<file path="src/rtl/csr_file_irq.sv">
// ---------------------------------------------------------------------------
// csr_file_irq
//
// Machine-mode CSR file for the RV32 core. It provides mstatus (MIE/MPIE,
// MPP hard-wired to M), mie, mtvec, mscratch, mepc, mcause and a read-only mip
// that samples NUM_IRQ level interrupt lines. It handles trap entry and mret,
// and it drives a prioritised interrupt request toward the core.
//
// Optional build macro: CSR_COUNTERS_EN
//   Adds the 64-bit mcycle (0xB00/0xB80) and minstret (0xB02/0xB82) counters.
//   When the macro is undefined, these addresses read 0 and ignore writes.
//
// Ports
//   clk         in   clock
//   reset       in   synchronous active-high reset
//   irq         in   [NUM_IRQ] level interrupt sources
//   we          in   CSR write strobe
//   addr        in   [12] CSR address
//   din         in   [32] CSR write data
//   trap        in   one-cycle pulse: take trap now
//   trap_pc     in   [32] pc saved in mepc on trap
//   trap_cause  in   [32] value saved in mcause on trap
//   mret        in   one-cycle pulse: return from trap
//   instret     in   one instruction retired this cycle
//   dout        out  [32] combinational read data for addr
//   mtvec_out   out  [32] current trap vector
//   mepc_out    out  [32] current mepc
//   irq_req     out  enabled interrupt pending and mstatus.MIE=1
//   irq_cause   out  [32] mcause for the highest-priority pending interrupt
// ---------------------------------------------------------------------------
module csr_file_irq #(
    parameter int          NUM_IRQ     = 2,
    parameter logic [31:0] MTVEC_RESET = 32'h2000
) (
    input  logic               clk,
    input  logic               reset,
    input  logic [NUM_IRQ-1:0] irq,
    input  logic               we,
    input  logic [11:0]        addr,
    input  logic [31:0]        din,
    input  logic               trap,
    input  logic [31:0]        trap_pc,
    input  logic [31:0]        trap_cause,
    input  logic               mret,
    input  logic               instret,
    output logic [31:0]        dout,
    output logic [31:0]        mtvec_out,
    output logic [31:0]        mepc_out,
    output logic               irq_req,
    output logic [31:0]        irq_cause
);

    localparam logic [11:0] A_MSTATUS  = 12'h300;
    localparam logic [11:0] A_MIE      = 12'h304;
    localparam logic [11:0] A_MTVEC    = 12'h305;
    localparam logic [11:0] A_MSCRATCH = 12'h340;
    localparam logic [11:0] A_MEPC     = 12'h341;
    localparam logic [11:0] A_MCAUSE   = 12'h342;
    localparam logic [11:0] A_MIP      = 12'h344;

    // Map the interrupt lines onto their mip/mie bit positions:
    // line 0 -> MTI (bit 7), line 1 -> MEI (bit 11), line k>=2 -> bit 16+k-2.
    function automatic logic [31:0] irq_to_bits(input logic [NUM_IRQ-1:0] v);
        logic [31:0] r;
        r     = '0;
        r[7]  = v[0];
        r[11] = v[1];
        for (int k = 2; k < NUM_IRQ; k++) begin
            r[14+k] = v[k];
        end
        return r;
    endfunction

    localparam logic [31:0] IMPL_MASK = irq_to_bits({NUM_IRQ{1'b1}});

    // ------------------------------------------------------------------
    // State
    // ------------------------------------------------------------------
    logic        st_mie_q,  st_mie_d;
    logic        st_mpie_q, st_mpie_d;
    logic [31:0] mie_q,      mie_d;
    logic [31:0] mip_q,      mip_d;
    logic [31:0] mtvec_q,    mtvec_d;
    logic [31:0] mscratch_q, mscratch_d;
    logic [31:0] mepc_q,     mepc_d;
    logic [31:0] mcause_q,   mcause_d;

    logic wr_mstatus, wr_mie, wr_mtvec, wr_mscratch, wr_mepc, wr_mcause;

    assign wr_mstatus  = we && (addr == A_MSTATUS);
    assign wr_mie      = we && (addr == A_MIE);
    assign wr_mtvec    = we && (addr == A_MTVEC);
    assign wr_mscratch = we && (addr == A_MSCRATCH);
    assign wr_mepc     = we && (addr == A_MEPC);
    assign wr_mcause   = we && (addr == A_MCAUSE);

    // ------------------------------------------------------------------
    // Next-state logic
    // ------------------------------------------------------------------
    always_comb begin
        // NOTE: every signal driven here receives a default first. Without
        // that default, a path that does not assign the signal would infer
        // a latch.
        st_mie_d   = st_mie_q;
        st_mpie_d  = st_mpie_q;
        mie_d      = mie_q;
        mtvec_d    = mtvec_q;
        mscratch_d = mscratch_q;
        mepc_d     = mepc_q;
        mcause_d   = mcause_q;
        mip_d      = irq_to_bits(irq);

        // Trap has priority over mret, and both have priority over
        // software writes to mstatus.
        if (trap) begin
            st_mpie_d = st_mie_q;
            st_mie_d  = 1'b0;
        end else if (mret) begin
            st_mie_d  = st_mpie_q;
            st_mpie_d = 1'b1;
        end else if (wr_mstatus) begin
            st_mie_d  = din[3];
            st_mpie_d = din[7];
        end

        if (trap) begin
            mepc_d   = trap_pc & ~32'h3;
            mcause_d = trap_cause;
        end else begin
            if (wr_mepc)   mepc_d   = din & ~32'h3;
            if (wr_mcause) mcause_d = din;
        end

        // These CSRs are not touched by trap, so their writes always complete.
        if (wr_mie)      mie_d      = din & IMPL_MASK;
        if (wr_mtvec)    mtvec_d    = din & ~32'h3;
        if (wr_mscratch) mscratch_d = din;
    end

    always_ff @(posedge clk) begin
        // NOTE: sequential state uses non-blocking assignments only, so all
        // registers update together from values sampled before the edge.
        if (reset) begin
            st_mie_q   <= 1'b0;
            st_mpie_q  <= 1'b0;
            mie_q      <= '0;
            mip_q      <= '0;
            mtvec_q    <= MTVEC_RESET;
            mscratch_q <= '0;
            mepc_q     <= '0;
            mcause_q   <= '0;
        end else begin
            st_mie_q   <= st_mie_d;
            st_mpie_q  <= st_mpie_d;
            mie_q      <= mie_d;
            mip_q      <= mip_d;
            mtvec_q    <= mtvec_d;
            mscratch_q <= mscratch_d;
            mepc_q     <= mepc_d;
            mcause_q   <= mcause_d;
        end
    end

`ifdef CSR_COUNTERS_EN
    // ------------------------------------------------------------------
    // mcycle / minstret. A write to one half reloads that half, keeps the
    // other half and skips the increment for that cycle.
    // ------------------------------------------------------------------
    localparam logic [11:0] A_MCYCLE    = 12'hB00;
    localparam logic [11:0] A_MCYCLEH   = 12'hB80;
    localparam logic [11:0] A_MINSTRET  = 12'hB02;
    localparam logic [11:0] A_MINSTRETH = 12'hB82;

    logic [63:0] mcycle_q,   mcycle_d;
    logic [63:0] minstret_q, minstret_d;

    always_comb begin
        mcycle_d   = mcycle_q + 64'd1;
        minstret_d = instret ? (minstret_q + 64'd1) : minstret_q;
        if (we) begin
            case (addr)
                A_MCYCLE:    mcycle_d   = {mcycle_q[63:32], din};
                A_MCYCLEH:   mcycle_d   = {din, mcycle_q[31:0]};
                A_MINSTRET:  minstret_d = {minstret_q[63:32], din};
                A_MINSTRETH: minstret_d = {din, minstret_q[31:0]};
                default: ;
            endcase
        end
    end

    always_ff @(posedge clk) begin
        if (reset) begin
            mcycle_q   <= '0;
            minstret_q <= '0;
        end else begin
            mcycle_q   <= mcycle_d;
            minstret_q <= minstret_d;
        end
    end
`else
    // instret only feeds the counters, so it is unused in this build.
    logic unused_instret;
    assign unused_instret = instret;
`endif

    // ------------------------------------------------------------------
    // Read mux
    // ------------------------------------------------------------------
    always_comb begin
        dout = '0;
        case (addr)
            A_MSTATUS:  dout = {19'b0, 2'b11, 3'b0, st_mpie_q, 3'b0, st_mie_q, 3'b0};
            A_MIE:      dout = mie_q;
            A_MTVEC:    dout = mtvec_q;
            A_MSCRATCH: dout = mscratch_q;
            A_MEPC:     dout = mepc_q;
            A_MCAUSE:   dout = mcause_q;
            A_MIP:      dout = mip_q;
`ifdef CSR_COUNTERS_EN
            A_MCYCLE:    dout = mcycle_q[31:0];
            A_MCYCLEH:   dout = mcycle_q[63:32];
            A_MINSTRET:  dout = minstret_q[31:0];
            A_MINSTRETH: dout = minstret_q[63:32];
`endif
            default:    dout = '0;
        endcase
    end

    assign mtvec_out = mtvec_q;
    assign mepc_out  = mepc_q;

    // ------------------------------------------------------------------
    // Interrupt request and priority encoding
    // ------------------------------------------------------------------
    logic [31:0] pend;
    logic [4:0]  cause_code;

    assign pend    = mip_q & mie_q;
    assign irq_req = st_mie_q & (|pend);

    always_comb begin
        cause_code = 5'd0;
        if (pend[11]) begin
            cause_code = 5'd11;
        end else if (pend[7]) begin
            cause_code = 5'd7;
        end else begin
            // Scan from the top down so the lowest-index platform line wins.
            for (int k = NUM_IRQ - 1; k >= 2; k--) begin
                if (pend[14+k]) cause_code = 5'(14 + k);
            end
        end
    end

    assign irq_cause = {1'b1, 26'b0, cause_code};

endmodule

</file>
<file path="config.mk">
export PLATFORM = sky130hd
export DESIGN_NAME = csr_file_irq
export DESIGN_NICKNAME = d
export VERILOG_FILES = /design/src/rtl/csr_file_irq.sv
export SDC_FILE = /design/constraint.sdc
export NUM_CORES = 1
export LEC_CHECK = 0
export CORE_ASPECT_RATIO = 2
export CORE_MARGIN = 3
export CORE_UTILIZATION = 41
export CTS_CLUSTER_SIZE = 10
export DETAILED_ROUTE_END_ITERATION = 12
export MAX_ROUTING_LAYER = met4
export PLACE_DENSITY = 0.78
export SLEW_MARGIN = 0
export SYNTH_ARGS = -nofsm -noshare
export SYNTH_HDL_FRONTEND = slang
export SYNTH_SLANG_ARGS = --single-unit
</file>
<file path="constraint.sdc">
create_clock -name clk -period 1.9 [get_ports clk]
set_input_delay 0.38 -clock clk [delete_from_list [all_inputs] [get_ports clk]]
set_output_delay 0.38 -clock clk [all_outputs]
set_load 0.01 [all_outputs]
</file>
==> metrics.csv, run 1 <==
stage;metric;value;unit
run_status;status;complete, but fails checks;
run_status;violations;setup timing;
setup_path;r2r_end;st_mie_q;
global_route;grt_pass1_wl;37300;um
drt;wl_met2;13300;um
pwr;p_leak;4.30;nW
finish;drive_above_1_share;19.5;%
synthesis;ys_warn_count;0;
floorplan;die_h;186;um
place;pre_cts_ws;-0.962;ns
flow_run;maxCapViolations;0;
cts;htree_levels;4;
drt;drtAntennaViolNets;0;
floorplan;start_util;41.8;%
global_route;grt_util_all_layers;28.5;%
setup_path;cp-end-kind;primary output;
global_route;grt_max_degree;74;
drt;wl_met1;9010;um
global_route;gr-total-overflow;0;
synthesis;synth_cell_types;52;
pwr;powerDensity;694;nW/um2
synthesis;syn_area_per_cell;8.90;um2
finish;fin_cells;1204;
floorplan;row_count;65;
setup_path;cpMaxStageDelayCell;and4bb_2;
sta;max_slew_margin;40.0;%
floorplan;ioPinCount;245;
drt;highest_layer;met4;
synthesis;synth_top_area_cell;dfxtp_1;
min_path;holdPathEnd;mscratch_q[7];
drt;firstDrtPassIters;5;
pwr;irDropWorstVdd;0.000600;V
drt;wl;24900;um
drt;drtIter0Drc;419;
cts;cts_tree;yes;
sta;clock_skew;0.00200;ns
sta;tightest_slew;0.900;ns
floorplan;core;15900;um2
drt;routed_via_density;5.59;
finish;regArea;2600;um2
drt;dr_total_vias;6725;
sta;finalMaxSlewViolations;0;
sta;rsz0062_at_grt;true;
floorplan;die_area;17800;um2
place;routabilityCongestion;0.911;
synthesis;synth-edff-count;0;
synthesis;synthArstFlopShare;0;%
min_path;hp-class;in2reg;
place;numPortBuffers;209;
setup_path;start_kind;primary input;
finish;final_common_cell;clkdlybuf4s50_1;
cts;clk_pin_slew;0.06;ns
synthesis;netlist.area_leader.share;39.2;%
drt;routedWlPerCell;20.7;um
place;dp_hpwl;16800;um
synthesis;syn-cell-area;6630;um2
setup_path;cp_slowest_stage_delay;0.34;ns
synthesis;yosysSeqAreaShare;39.2;%
finish;post-route-util;63.6;%
global_route;antenna_found_initial;1;
setup_path;r2r_slack;0.96;ns
cts;clock_latency;0.41;ns
cts;cts_sinks;130;
finish;area_growth;52.2;%
setup_path;cp_data_arrival_time;1.82;ns
sta;min_period_over_period;116;%
setup_path;path_max_fanout;7;
cts;cts-root-buf;clkbuf_16;
finish;multi_input_area;3790;um2
synthesis;synth-seq-cells;130;
synthesis;syn-instance-count;745;
place;dp.cells;1152;
sta;fin_ws;-0.302;ns
drt;drc;0;
drt;wl_met3;1470;um
finish;layout_common_cells;clkdlybuf4s50_1, dfxtp_1, mux2i_1;
setup_path;reg2reg_depth;3;
setup_path;path_class;in2out;
finish;nFillCells;1349;
global_route;grt_pass1_vias;6916;
sta;min_period;2.20;ns
setup_path;required;1.52;ns
min_path;hold_path_startpoint;reset;
sta;setup_viol;32;
min_path;min_path_cells;3;
setup_path;r2r-start;st_mie_q;
synthesis;synth_area_leaders;dfxtp_1, mux2i_1, nand2_1;
sta;finalHoldViolations;0;
finish;nets;1106;
sta;fmax;454;MHz
cts;hold_buffers;0;
setup_path;crit_path_cell_trace;buf_6 > and4bb_2 > nand3_4 > buf_12 > buf_16 > o32a_1 > o21ai_1 > buf_2;
cts;cts_inserted_buffers;17;
cts;clock_path_buffers;2;
synthesis;synthFlopType;dfxtp_1;
floorplan;die_w;95.9;um
==> final cells by class <==
cell class / instances / share of cell area, %
clock buffers: 17 / 4.22
multi-input cells: 549 / 37.6
flip-flops and latches: 130 / 25.8
well taps: 201 / 2.49
repair buffers: 289 / 28.5
inverters: 3 / 0.112
clock inverters: 14 / 1.29
diodes: 1 / 0.0248
==> what timing repair did <==
action	in CTS	in global routing
gates cloned	5	0
gates resized for setup	247	32
pin swaps	34	20
setup endpoints to repair	150	81
buffers inserted	15	7
==> cell usage after synthesis (7+ instances only) <==
library cell / n
a211oi_1: 13
a21oi_1: 20
a221o_1: 16
a22oi_1: 19
and3_1: 18
buf_1: 7
buf_2: 15
buf_4: 34
clkbuf_1: 34
dfxtp_1: 130
mux2i_1: 125
nand2_1: 89
nand3_1: 8
nor2_1: 88
o21ai_0: 31
o21ai_1: 12
o32a_1: 25
==> flip-flops by register name (all words and copies together), names as in the netlist <==
register    cells
mcause_q       32
mscratch_q     32
mepc_out       30
mtvec_out      30
mie_q           2
mip_q           2
st_mie_q        1
st_mpie_q       1
==> how the worst max path moves through the flow <==
stage	cells after the start	start	slack, ns	endpoint
after floorplan	5	addr[10]	0.0008	dout[10]
after global placement	6	addr[6]	-0.99	dout[27]
after detailed placement	7	addr[11]	-0.96	dout[11]
after CTS	8	addr[11]	-0.30	dout[11]
after global routing	8	addr[10]	-0.35	dout[26]
final	8	addr[10]	-0.30	dout[2]
==> report_power, final <==
part | switching [W] | total, W | internal, W | leakage [nW]
clock | 0.00132 | 0.00313 | 0.00181 | 0.259
combinational | 0.000474 | 0.000989 | 0.000515 | 2.98
sequential | 0.0000658 | 0.00288 | 0.00282 | 1.06
==> routing by layer <==
layer  track usage (%)  up-vias
met5                 -        -
met3              3.24       67
li1                  -     3114
met2              49.4      335
met4              15.1        0
met1              31.3     3209
==> worst max-delay path, delay by kind of cell <==
family	cells	cell delay [ns]
AO/OA/AOI/OAI	2	0.43
AND/OR/NAND/NOR	2	0.46
buffers and inverters	4	0.54
==> metrics by stage <==
| stage | area, um2 | TNS [ns] | hold slack (ns) | total power, W |
|---|---|---|---|---|
| final | 10100 | -6.49 | 0.382 | 0.00700 |
| after global routing | 10100 | -7.77 | 0.372 | 0.00722 |
| after CTS | 10000 | -7.65 | 0.362 | 0.00700 |
| after detailed placement | 9270 | -97.88 | 0.473 | 0.00388 |
| after global placement | 9270 | -96.85 | 0.467 | 0.00387 |
| after floorplan | 6770 | 0 | 0.456 | 0.00336 |
==> kinds of logic after synthesis <==
| group | after synthesis | share of synthesized area [%] |
|---|---|---|
| DFF | 130 | 39.2 |
| muxes | 126 | 19.0 |
| and+or+nand+nor | 244 | 17.4 |
| buffers and inverters | 96 | 7.98 |
| other | 2 | 0.113 |
| AOI/OAI and AO/OA | 147 | 16.2 |
No activity file was read; power rests on OpenSTA's default activity.
==> inputs of run 2 (changes only) <==
--- a/config.mk
+++ b/config.mk
@@ -5,13 +5,15 @@
 export SDC_FILE = /design/constraint.sdc
 export NUM_CORES = 1
 export LEC_CHECK = 0
+export CELL_PAD_IN_SITES_DETAIL_PLACEMENT = 0
+export CELL_PAD_IN_SITES_GLOBAL_PLACEMENT = 1
 export CORE_ASPECT_RATIO = 2
 export CORE_MARGIN = 3
-export CORE_UTILIZATION = 41
+export CORE_UTILIZATION = 29
 export CTS_CLUSTER_SIZE = 10
 export DETAILED_ROUTE_END_ITERATION = 12
 export MAX_ROUTING_LAYER = met4
-export PLACE_DENSITY = 0.78
+export PLACE_DENSITY_LB_ADDON = 0.1
 export SLEW_MARGIN = 0
 export SYNTH_ARGS = -nofsm -noshare
 export SYNTH_HDL_FRONTEND = slang
==> run 2 against run 1 <==
  * The run still ends with setup timing left
  * Fmax shrank 0.99%
  * Flip-flop and latch count is the same
  * Global-route usage shrank 5.2 points
  * First-iteration DRC count shrank 16%
  * Critical endpoint is now dout[29]
  * Largest power group unchanged
==> metrics.csv, run 2 (synthesis results as in run 1) <==
stage;metric;value;unit;change
global_route;gr-total-overflow;0;;unchanged
cts;clock_latency;0.42;ns;was 0.41 ns
place;numPortBuffers;209;;unchanged
floorplan;die_h;220;um;was 186 um
floorplan;die_w;113;um;was 95.9 um
sta;clock_skew;0.00438;ns;was 0.00200 ns
min_path;hp-class;reg2reg;;was in2reg
sta;fmax;450;MHz;was 454 MHz
drt;routed_via_density;5.18;;was 5.59
cts;hold_buffers;0;;unchanged
drt;drtAntennaViolNets;0;;unchanged
finish;final_common_cell;clkdlybuf4s50_1;;unchanged
run_status;violations;setup timing;;unchanged
setup_path;start_kind;primary input;;unchanged
setup_path;path_class;in2out;;unchanged
pwr;powerDensity;705;nW/um2;was 694 nW/um2
sta;setup_viol;32;;unchanged
setup_path;r2r_slack;0.88;ns;was 0.96 ns
finish;nets;1115;;was 1106
global_route;grt_pass1_wl;42700;um;was 37300 um
sta;rsz0062_at_grt;true;;unchanged
finish;post-route-util;46.3;%;was 63.6%
pwr;finalPower;0.00727;W;was 0.00700 W
floorplan;die_area;24800;um2;was 17800 um2
sta;finalMaxSlewViolations;0;;unchanged
cts;clk_pin_slew;0.06;ns;about the same
cts;cts_tree;yes;;unchanged
drt;firstDrtPassIters;5;;unchanged
sta;fin_ws;-0.324;ns;was -0.302 ns
floorplan;ioPinCount;245;;unchanged
sta;tightest_slew;1.17;ns;was 0.900 ns
setup_path;cp-end-kind;primary output;;unchanged
setup_path;reg2reg_depth;4;;was 3
place;dp_hpwl;19000;um;was 16800 um
pwr;irDropWorstVdd;0.000530;V;was 0.000600 V
cts;clock_path_buffers;2;;unchanged
place;routabilityCongestion;0.845;;was 0.911
global_route;grt_max_degree;43;;was 74
global_route;grt_pass1_vias;7203;;was 6916
sta;min_period;2.22;ns;was 2.20 ns
cts;cts_inserted_buffers;17;;unchanged
floorplan;start_util;29.8;%;was 41.8%
drt;dr_total_vias;6677;;was 6725
drt;wl;28200;um;was 24900 um
finish;reg_top3;mcause_q: 32 flops, mscratch_q: 32 flops;;unchanged
drt;drc;0;;unchanged
run_status;status;complete, but fails checks;;unchanged
floorplan;row_count;77;;was 65
cts;cts_sinks;130;;unchanged
finish;layout_common_cells;clkdlybuf4s50_1, dfxtp_1, mux2i_1;;unchanged
cts;htree_levels;4;;unchanged
drt;routedWlPerCell;21.9;um;was 20.7 um
finish;fin_cells;1289;;was 1204
global_route;antenna_found_initial;1;;unchanged
place;dp.cells;1235;;was 1152
global_route;grt_util_all_layers;23.3;%;was 28.5%
flow_run;maxCapViolations;0;;unchanged
sta;min_period_over_period;117;%;was 116%
cts;cts-root-buf;clkbuf_16;;unchanged
finish;drive_above_1_share;20.6;%;was 19.5%
setup_path;required;1.52;ns;about the same
drt;drtIter0Drc;353;;was 419
finish;area_growth;55.5;%;was 52.2%
min_path;min_path_cells;1;;was 3
setup_path;cp_data_arrival_time;1.84;ns;was 1.82 ns
setup_path;path_max_fanout;7;;unchanged
sta;finalHoldViolations;0;;unchanged
sta;max_slew_margin;21.7;%;was 40.0%
floorplan;core;22300;um2;was 15900 um2
pwr;p_leak;4.37;nW;was 4.30 nW
## run 2: cell count changes in the layout (fill, tap and decap cells not counted), sizes merged
cell           change
dlygate4sd2        +1
clkinv             +5
buf               +10
bufinv             +2
inv                -5
clkbuf             +1
clkdlybuf4s50      -1
clkinvlp           -3
## run 2: where the power goes
part,internal [W],switching [W],total [W]
sequential,0.00282,0.0000579,0.00288
combinational,0.000519,0.000491,0.00101
clock,0.00210,0.00128,0.00338
total,0.00544,0.00183,0.00727
## run 2: metal layers
metal  part of all wire (%)  global-route usage [%]  vias up
li1                       -                       -     3138
met1                     37                    25.1     3223
met2                     55                    42.2      256
met3                    4.5                    3.49       60
met4                    3.3                    9.79        0
met5                      0                       -        -
## run 2: cell type report
| class | count | area [um2] |
|---|---|---|
| Fill cell | 2141 | 11900 |
| Multi-Input combinational cell | 549 | 3840 |
| Timing Repair Buffer | 298 | 2910 |
| Sequential cell | 130 | 2600 |
| Clock buffer | 19 | 443 |
| Tap cell | 276 | 345 |
| Clock inverter | 13 | 160 |
| Inverter | 3 | 11.3 |
| Antenna cell | 1 | 2.50 |
## run 2: per-stage QoR
step / setup slack, ns / setup TNS [ns] / instance area [um2] / hold slack [ns]
after floorplan: 0.000839 / 0 / 6770 / 0.456
after global placement: -1.05 / -99.67 / 9370 / 0.469
after detailed placement: -1.02 / -99.43 / 9370 / 0.480
after CTS: -0.349 / -8.77 / 10200 / 0.486
after global routing: -0.373 / -9.34 / 10300 / 0.514
final: -0.324 / -7.79 / 10300 / 0.495
## run 2: timing repair
action                                  CTS  global route
pin swaps                                18            21
setup buffers                            13             5
endpoints found under the setup margin  134            37
cloned                                    6             0
gates resized for setup                 249            29
## run 2: worst paths after layout
check,startpoint,to
setup / recovery,addr[10],dout[29]
hold / removal,mcause_q[21],mcause_q[21]
setup reg to reg,st_mie_q,st_mie_q
hold reg to reg,mcause_q[21],mcause_q[21]
## run 2: critical path: stages
cell and delay, ns:
buf_6 0.09, and4bb_2 0.35, buf_6 0.12, buf_6 0.10
nand3_4 0.09, buf_6 0.16, buf_16 0.14, o32a_1 0.16
o21ai_1 0.10, buf_2 0.16
